[src/rtl/shared_pkg.sv]
// Shared types and default sizing for the SPI-side RAM.
// Control field encoding of each received SPI word.
package shared_pkg;

    typedef enum logic [1:0] {
        WR_ADDR = 2'b00,
        WR_DATA = 2'b01,
        RD_ADDR = 2'b10,
        RD_DATA = 2'b11
    } control_e;

    localparam int DEF_MEM_WIDTH = 8;
    localparam int DEF_MEM_DEPTH = 256;

endpackage

[src/rtl/spi_ram_core.sv]
// Storage array: one write or one registered read per cycle; parity bit stored under RAM_PARITY_EN.
// Latency: read data one edge after re.
// Backpressure: none, every request is taken on the cycle it is presented.
module spi_ram_core #(
    parameter int DW    = 8,
    parameter int PW    = 8,
    parameter int DEPTH = 256,
    parameter int AW    = 8
) (
    input  logic          clk,
    input  logic          rst_n,
    input  logic          we,
    input  logic [AW-1:0] waddr,
    input  logic [DW-1:0] wdata,
`ifdef RAM_PARITY_EN
    input  logic          par_inj,
`endif
    input  logic          re,
    input  logic [AW-1:0] raddr,
    output logic          rd_vld,
    output logic [PW-1:0] rd_dat
);

    logic [PW-1:0] mem [DEPTH];
    logic [PW-1:0] wword;
    logic [PW-1:0] rword;
    logic [PW-1:0] mem_rd;

    assign mem_rd = mem[raddr];

`ifdef RAM_PARITY_EN
    // Stored top bit is even parity; on read it becomes a mismatch flag.
    assign wword = {(^wdata) ^ par_inj, wdata};
    assign rword = {(^mem_rd[DW-1:0]) ^ mem_rd[DW], mem_rd[DW-1:0]};
`else
    assign wword = wdata;
    assign rword = mem_rd;
`endif

    always_ff @(posedge clk) begin
        if (we)
            mem[waddr] <= wword;
    end

    always_ff @(posedge clk) begin
        if (!rst_n) begin
            rd_vld <= 1'b0;
            rd_dat <= '0;
        end else begin
            rd_vld <= re;
            if (re)
                rd_dat <= rword;
        end
    end

endmodule

[src/rtl/spi_ram_burst.sv]
// SPI-side RAM: decodes control field into address/data ops, burst auto-increment, range check (RAM_PARITY_EN adds parity).
// Latency: RD_DATA to tx_valid is RD_LATENCY edges, fully pipelined.
// Backpressure: none, one command accepted on every rx_valid cycle.
module spi_ram_burst
    import shared_pkg::*;
#(
    parameter int MEM_WIDTH  = DEF_MEM_WIDTH,
    parameter int MEM_DEPTH  = DEF_MEM_DEPTH,
    parameter int ADDR_SIZE  = $clog2(MEM_DEPTH),
    parameter int RD_LATENCY = 1
) (
    input  logic                 clk,
    input  logic                 rst_n,
    input  logic                 rx_valid,
    input  logic [MEM_WIDTH+1:0] rx_data,
    input  logic                 auto_inc,
    output logic                 tx_valid,
    output logic [MEM_WIDTH-1:0] dout,
`ifdef RAM_PARITY_EN
    input  logic                 par_inj,
    output logic                 par_err,
`endif
    output logic                 addr_err
);

`ifdef RAM_PARITY_EN
    localparam int PW = MEM_WIDTH + 1;
`else
    localparam int PW = MEM_WIDTH;
`endif
    localparam logic [MEM_WIDTH:0]   DEPTH_LIM = (MEM_WIDTH+1)'(MEM_DEPTH);
    localparam logic [ADDR_SIZE-1:0] LAST_ADDR = ADDR_SIZE'(MEM_DEPTH - 1);

    control_e               ctrl;
    logic [MEM_WIDTH-1:0]   d_in;
    logic                   in_range;
    logic [ADDR_SIZE-1:0]   wr_addr;
    logic [ADDR_SIZE-1:0]   rd_addr;
    logic                   core_vld;
    logic [PW-1:0]          core_dat;
    logic                   out_vld;
    logic [PW-1:0]          out_dat;

    assign ctrl     = control_e'(rx_data[MEM_WIDTH+1:MEM_WIDTH]);
    assign d_in     = rx_data[MEM_WIDTH-1:0];
    assign in_range = ({1'b0, d_in} < DEPTH_LIM);

    function automatic logic [ADDR_SIZE-1:0] next_addr(input logic [ADDR_SIZE-1:0] a);
        return (a == LAST_ADDR) ? '0 : a + ADDR_SIZE'(1);
    endfunction

    always_ff @(posedge clk) begin
        if (!rst_n) begin
            wr_addr  <= '0;
            rd_addr  <= '0;
            addr_err <= 1'b0;
        end else begin
            addr_err <= 1'b0;
            if (rx_valid) begin
                case (ctrl)
                    WR_ADDR: if (in_range) wr_addr <= d_in[ADDR_SIZE-1:0];
                             else          addr_err <= 1'b1;
                    WR_DATA: if (auto_inc) wr_addr <= next_addr(wr_addr);
                    RD_ADDR: if (in_range) rd_addr <= d_in[ADDR_SIZE-1:0];
                             else          addr_err <= 1'b1;
                    RD_DATA: if (auto_inc) rd_addr <= next_addr(rd_addr);
                    default: ;
                endcase
            end
        end
    end

    // Gating with rst_n lets reset override a command on the same edge.
    spi_ram_core #(
        .DW    (MEM_WIDTH),
        .PW    (PW),
        .DEPTH (MEM_DEPTH),
        .AW    (ADDR_SIZE)
    ) u_core (
        .clk     (clk),
        .rst_n   (rst_n),
        .we      (rst_n && rx_valid && ctrl == WR_DATA),
        .waddr   (wr_addr),
        .wdata   (d_in),
`ifdef RAM_PARITY_EN
        .par_inj (par_inj),
`endif
        .re      (rst_n && rx_valid && ctrl == RD_DATA),
        .raddr   (rd_addr),
        .rd_vld  (core_vld),
        .rd_dat  (core_dat)
    );

    generate
        if (RD_LATENCY == 1) begin : g_lat1
            assign out_vld = core_vld;
            assign out_dat = core_dat;
        end else begin : g_pipe
            logic [RD_LATENCY-2:0] vld_q;
            logic [PW-1:0]         dat_q [RD_LATENCY-1];

            // Data stages load only with valid so the last one holds dout between reads.
            always_ff @(posedge clk) begin
                if (!rst_n) begin
                    vld_q <= '0;
                    for (int i = 0; i < RD_LATENCY-1; i++)
                        dat_q[i] <= '0;
                end else begin
                    vld_q[0] <= core_vld;
                    if (core_vld)
                        dat_q[0] <= core_dat;
                    for (int i = 1; i < RD_LATENCY-1; i++) begin
                        vld_q[i] <= vld_q[i-1];
                        if (vld_q[i-1])
                            dat_q[i] <= dat_q[i-1];
                    end
                end
            end

            assign out_vld = vld_q[RD_LATENCY-2];
            assign out_dat = dat_q[RD_LATENCY-2];
        end
    endgenerate

    assign tx_valid = out_vld;
    assign dout     = out_dat[MEM_WIDTH-1:0];
`ifdef RAM_PARITY_EN
    assign par_err  = out_vld & out_dat[MEM_WIDTH];
`endif

endmodule

[config.mk]
export PLATFORM = sky130hd
export DESIGN_NAME = spi_ram_burst
export DESIGN_NICKNAME = d
export VERILOG_FILES = /design/src/rtl/shared_pkg.sv /design/src/rtl/spi_ram_core.sv /design/src/rtl/spi_ram_burst.sv
export SDC_FILE = /design/constraint.sdc
export NUM_CORES = 2
export LEC_CHECK = 0
export BUFFER_PORTS_ARGS = -buffer_cell sky130_fd_sc_hd__buf_4
export CAP_MARGIN = 20
export CORE_UTILIZATION = 55
export DETAILED_ROUTE_END_ITERATION = 8
export MAX_ROUTING_LAYER = met4
export PLACE_DENSITY_LB_ADDON = 0.12
export SYNTH_ARGS = -nofsm -noshare
export SYNTH_HDL_FRONTEND = slang
export SYNTH_SLANG_ARGS = --single-unit
[constraint.sdc]
create_clock -name clk -period 3.76 [get_ports clk]
set_clock_uncertainty 0.1 [all_clocks]
set_input_delay 0 -clock clk [delete_from_list [all_inputs] [get_ports clk]]
set_output_delay 0 -clock clk [all_outputs]
set_load 0.02 [all_outputs]
==> flow_metrics.tcl <==
set metrics [dict create \
    post-dp-hpwl_mm 124 \
    initial_core_util 0.555 \
    cp-end-kind "flip-flop" \
    p_int_mw 37.4 \
    clock.fmax_mhz 278 \
    clk_path_buf_depth 3 \
    grtUsageTotal 0.281 \
    num_io_pins 24 \
    min_period_ns 3.59 \
    fp.dieW_um 386 \
    status "finished, final reports clean" \
    core.rowCount 140 \
    cts-root-buf "clkbuf_16" \
    pre_cts_ws_ns -0.208 \
    start_kind "flip-flop" \
    synthTopCellsByArea "edfxtp_1 76%, mux4_2 12%, mux2i_1 2.4%" \
    core_um2 146000 \
    holdWs_ns 0.0807 \
    crit_path_max_fanout 80 \
    synthCells 3953 \
    vdd_ir_drop_max_v 0.000491 \
    ys_seq_area_frac 0.765 \
    rsz0062_at_grt "no" \
    setup_slack_ns 0.166 \
    maxCapViolations 0 \
    gp_congestion 0.874 \
    leakage_nw 28.2 \
    cts-buffers-inserted 202 \
    place.port_buffers 22 \
    syn_avg_cell_area_um2 20.5 \
    yosysTopAreaCellShare 0.759 \
    period_share 0.956 \
    switching_power_mw 9.99 \
    drive_gt1_frac 0.259 \
    die_y_um 386 \
    worstPathArrival_ns 4.16 \
    p_clk_frac 0.414 \
    synth_async_sr_flop_share 0 \
    die_area_um2 149000 \
    max-slew-margin-rel 0.210 \
    crit_required_ns 4.33 \
    areaGrowthSynthToFinish_pct 13.4 \
    routedWlPerCell_um 31.5 \
    hold_viol 0 \
    clk_pin_slew_ns 0.06 \
    fillers 10010 \
    grt_pass1_vias 40505 \
    first_iter_violations 5002 \
    powerDensity_nw_per_um2 516 \
    synth_seq_cells 2073 \
    ys_types 56 \
    synth-edff-count 2048 \
    power_frac_seq 0.537 \
    yosys_warnings 0 \
    fin_nets 4299 \
    cts_tree "yes" \
    register_area_um2 62000 \
    grt_max_degree 138 \
    firstDrtPassIters 6 \
    synth_commonest_cells "2048 x edfxtp_1, 423 x mux4_2, 293 x nor2_1" \
    num_vias 41172 \
    finalMaxSlewViolations 0 \
    yosys.cell_count.top_type "edfxtp_1" \
    numClockSinks 2073 \
    synth_area_leader_cell "edfxtp_1" \
    h-tree-depth 4 \
    syn_nets 3972 \
    drc 0 \
    multi_input_area_um2 17700 \
    setup_violations 0 \
    routed_wl_mm 201 \
    switching_share 0.211 \
    worst_pin_slew_ns 1.19 \
    pwr-share-comb 0.049 \
    grt_pass1_wl_mm 288 \
    antenna_found_initial 9 \
    netlist_area_um2 81000 \
    hold_class "input port to flip-flop" \
    viasPerCell 6.46 \
    grt-ovfl-total 0 \
    total_power_mw 47.4 \
    ant_nets 0 \
    clk_latency_ns 0.84 \
    ys.flop_type "edfxtp_1" \
    crit_type "flip-flop to flip-flop" \
]
-- placed cells by master, fill, tap and decap left out, types with 36 or more instances in the layout --
master and instances:
edfxtp_1 2048, mux4_2 423, buf_4 305, nor2_1 291, clkbuf_16 208, mux2i_1 192
nand2_1 84, o221ai_1 76, o22ai_1 57, mux2_2 48, a22oi_1 47, clkbuf_1 45
clkinv_2 45, clkinv_1 43, a21oi_1 42, nor2b_1 37, nand3_1 36, buf_12 36
-- logic make-up after synthesis --
family | count (synthesis) | share of synthesized area
AO/OA/AOI/OAI | 434 | 0.0407
multiplexers | 666 | 0.148
other | 1 | 0.0000463
XOR/XNOR | 1 | 0.000108
AND/OR/NAND/NOR | 512 | 0.0271
buffers and inverters | 261 | 0.0176
adder cells (fa/ha/maj) | 5 | 0.000772
flip-flops | 2073 | 0.765
-- per-layer routing --
| layer | wire length, um | global-route usage |
|---|---|---|
| met1 | 83800 | 0.406 |
| met5 | 0 | - |
| met3 | 16800 | 0.0428 |
| met4 | 5220 | 0.0802 |
| met2 | 95000 | 0.420 |
-- layout make-up --
| cell class | instances | share of cell area |
|---|---|---|
| diodes | 4 | 0.000109 |
| repair buffers | 372 | 0.0369 |
| well taps | 1917 | 0.0261 |
| inverters | 12 | 0.000490 |
| clock inverters | 117 | 0.0104 |
| clock buffers | 255 | 0.0588 |
| multi-input cells | 1619 | 0.192 |
| flip-flops and latches | 2073 | 0.675 |
-- per-stage QoR --
| step | util | cell area, um2 | instances | TNS (ns) |
|---|---|---|---|---|
| 2_1_floorplan | - | 81000 | 3953 | 0 |
| 3_3_place_gp | 0.584 | 85200 | 5970 | -0.389 |
| 3_5_place_dp | 0.584 | 85300 | 5972 | -0.390 |
| 4_1_cts | 0.629 | 91800 | 6364 | 0 |
| 5_1_grt | 0.630 | 91900 | 6368 | 0 |
| 6_report | 0.630 | 91900 | 6369 | 0 |
-- critical path: stages (launching register included) --
cell,delay [ns]
dfxtp_4,0.67
buf_4,0.25
buf_12,0.36
mux4_2,0.41
mux2i_1,0.26
mux2_2,0.27
o21ai_0,0.18
a211oi_2,0.59
o211ai_1,0.18
-- flip-flops by register name, summed over array words and instances, names as in the netlist --
register	cells
wr_addr	8
u_core.rd_dat	8
u_core.rd_vld	1
u_core.mem	2048
rd_addr	8
-- worst paths after layout --
path / start / end / slack [ns] / cells past startpoint
worst max register to register: rd_addr[1] / u_core.rd_dat[4] / 0.17 / 8
worst min register to register: wr_addr[1] / wr_addr[1] / 0.45 / 2
worst max-delay path: rd_addr[1] / u_core.rd_dat[4] / 0.17 / 8
worst min-delay path: rx_data[4] / u_core.mem[86][4] / 0.08 / 2
-- repair_timing --
action                     4_1_cts  5_1_grt
setup buffers                    0        1
gates resized for setup          3        1
hold buffers                    20        0
setup endpoints to repair        3        2
hold endpoints to repair      1466        0
-- power by group through the flow --
stage               combinational, mW  sequential [mW]  clock, mW
floorplan                        1.33             25.9          0
global placement                 2.28             25.9          0
detailed placement               2.31             25.9          0
CTS                              2.33             25.4       19.8
global route                     2.46             25.4       20.7
finish                           2.33             25.4       19.6
Note: power is estimated with default switching activity, not from simulation.
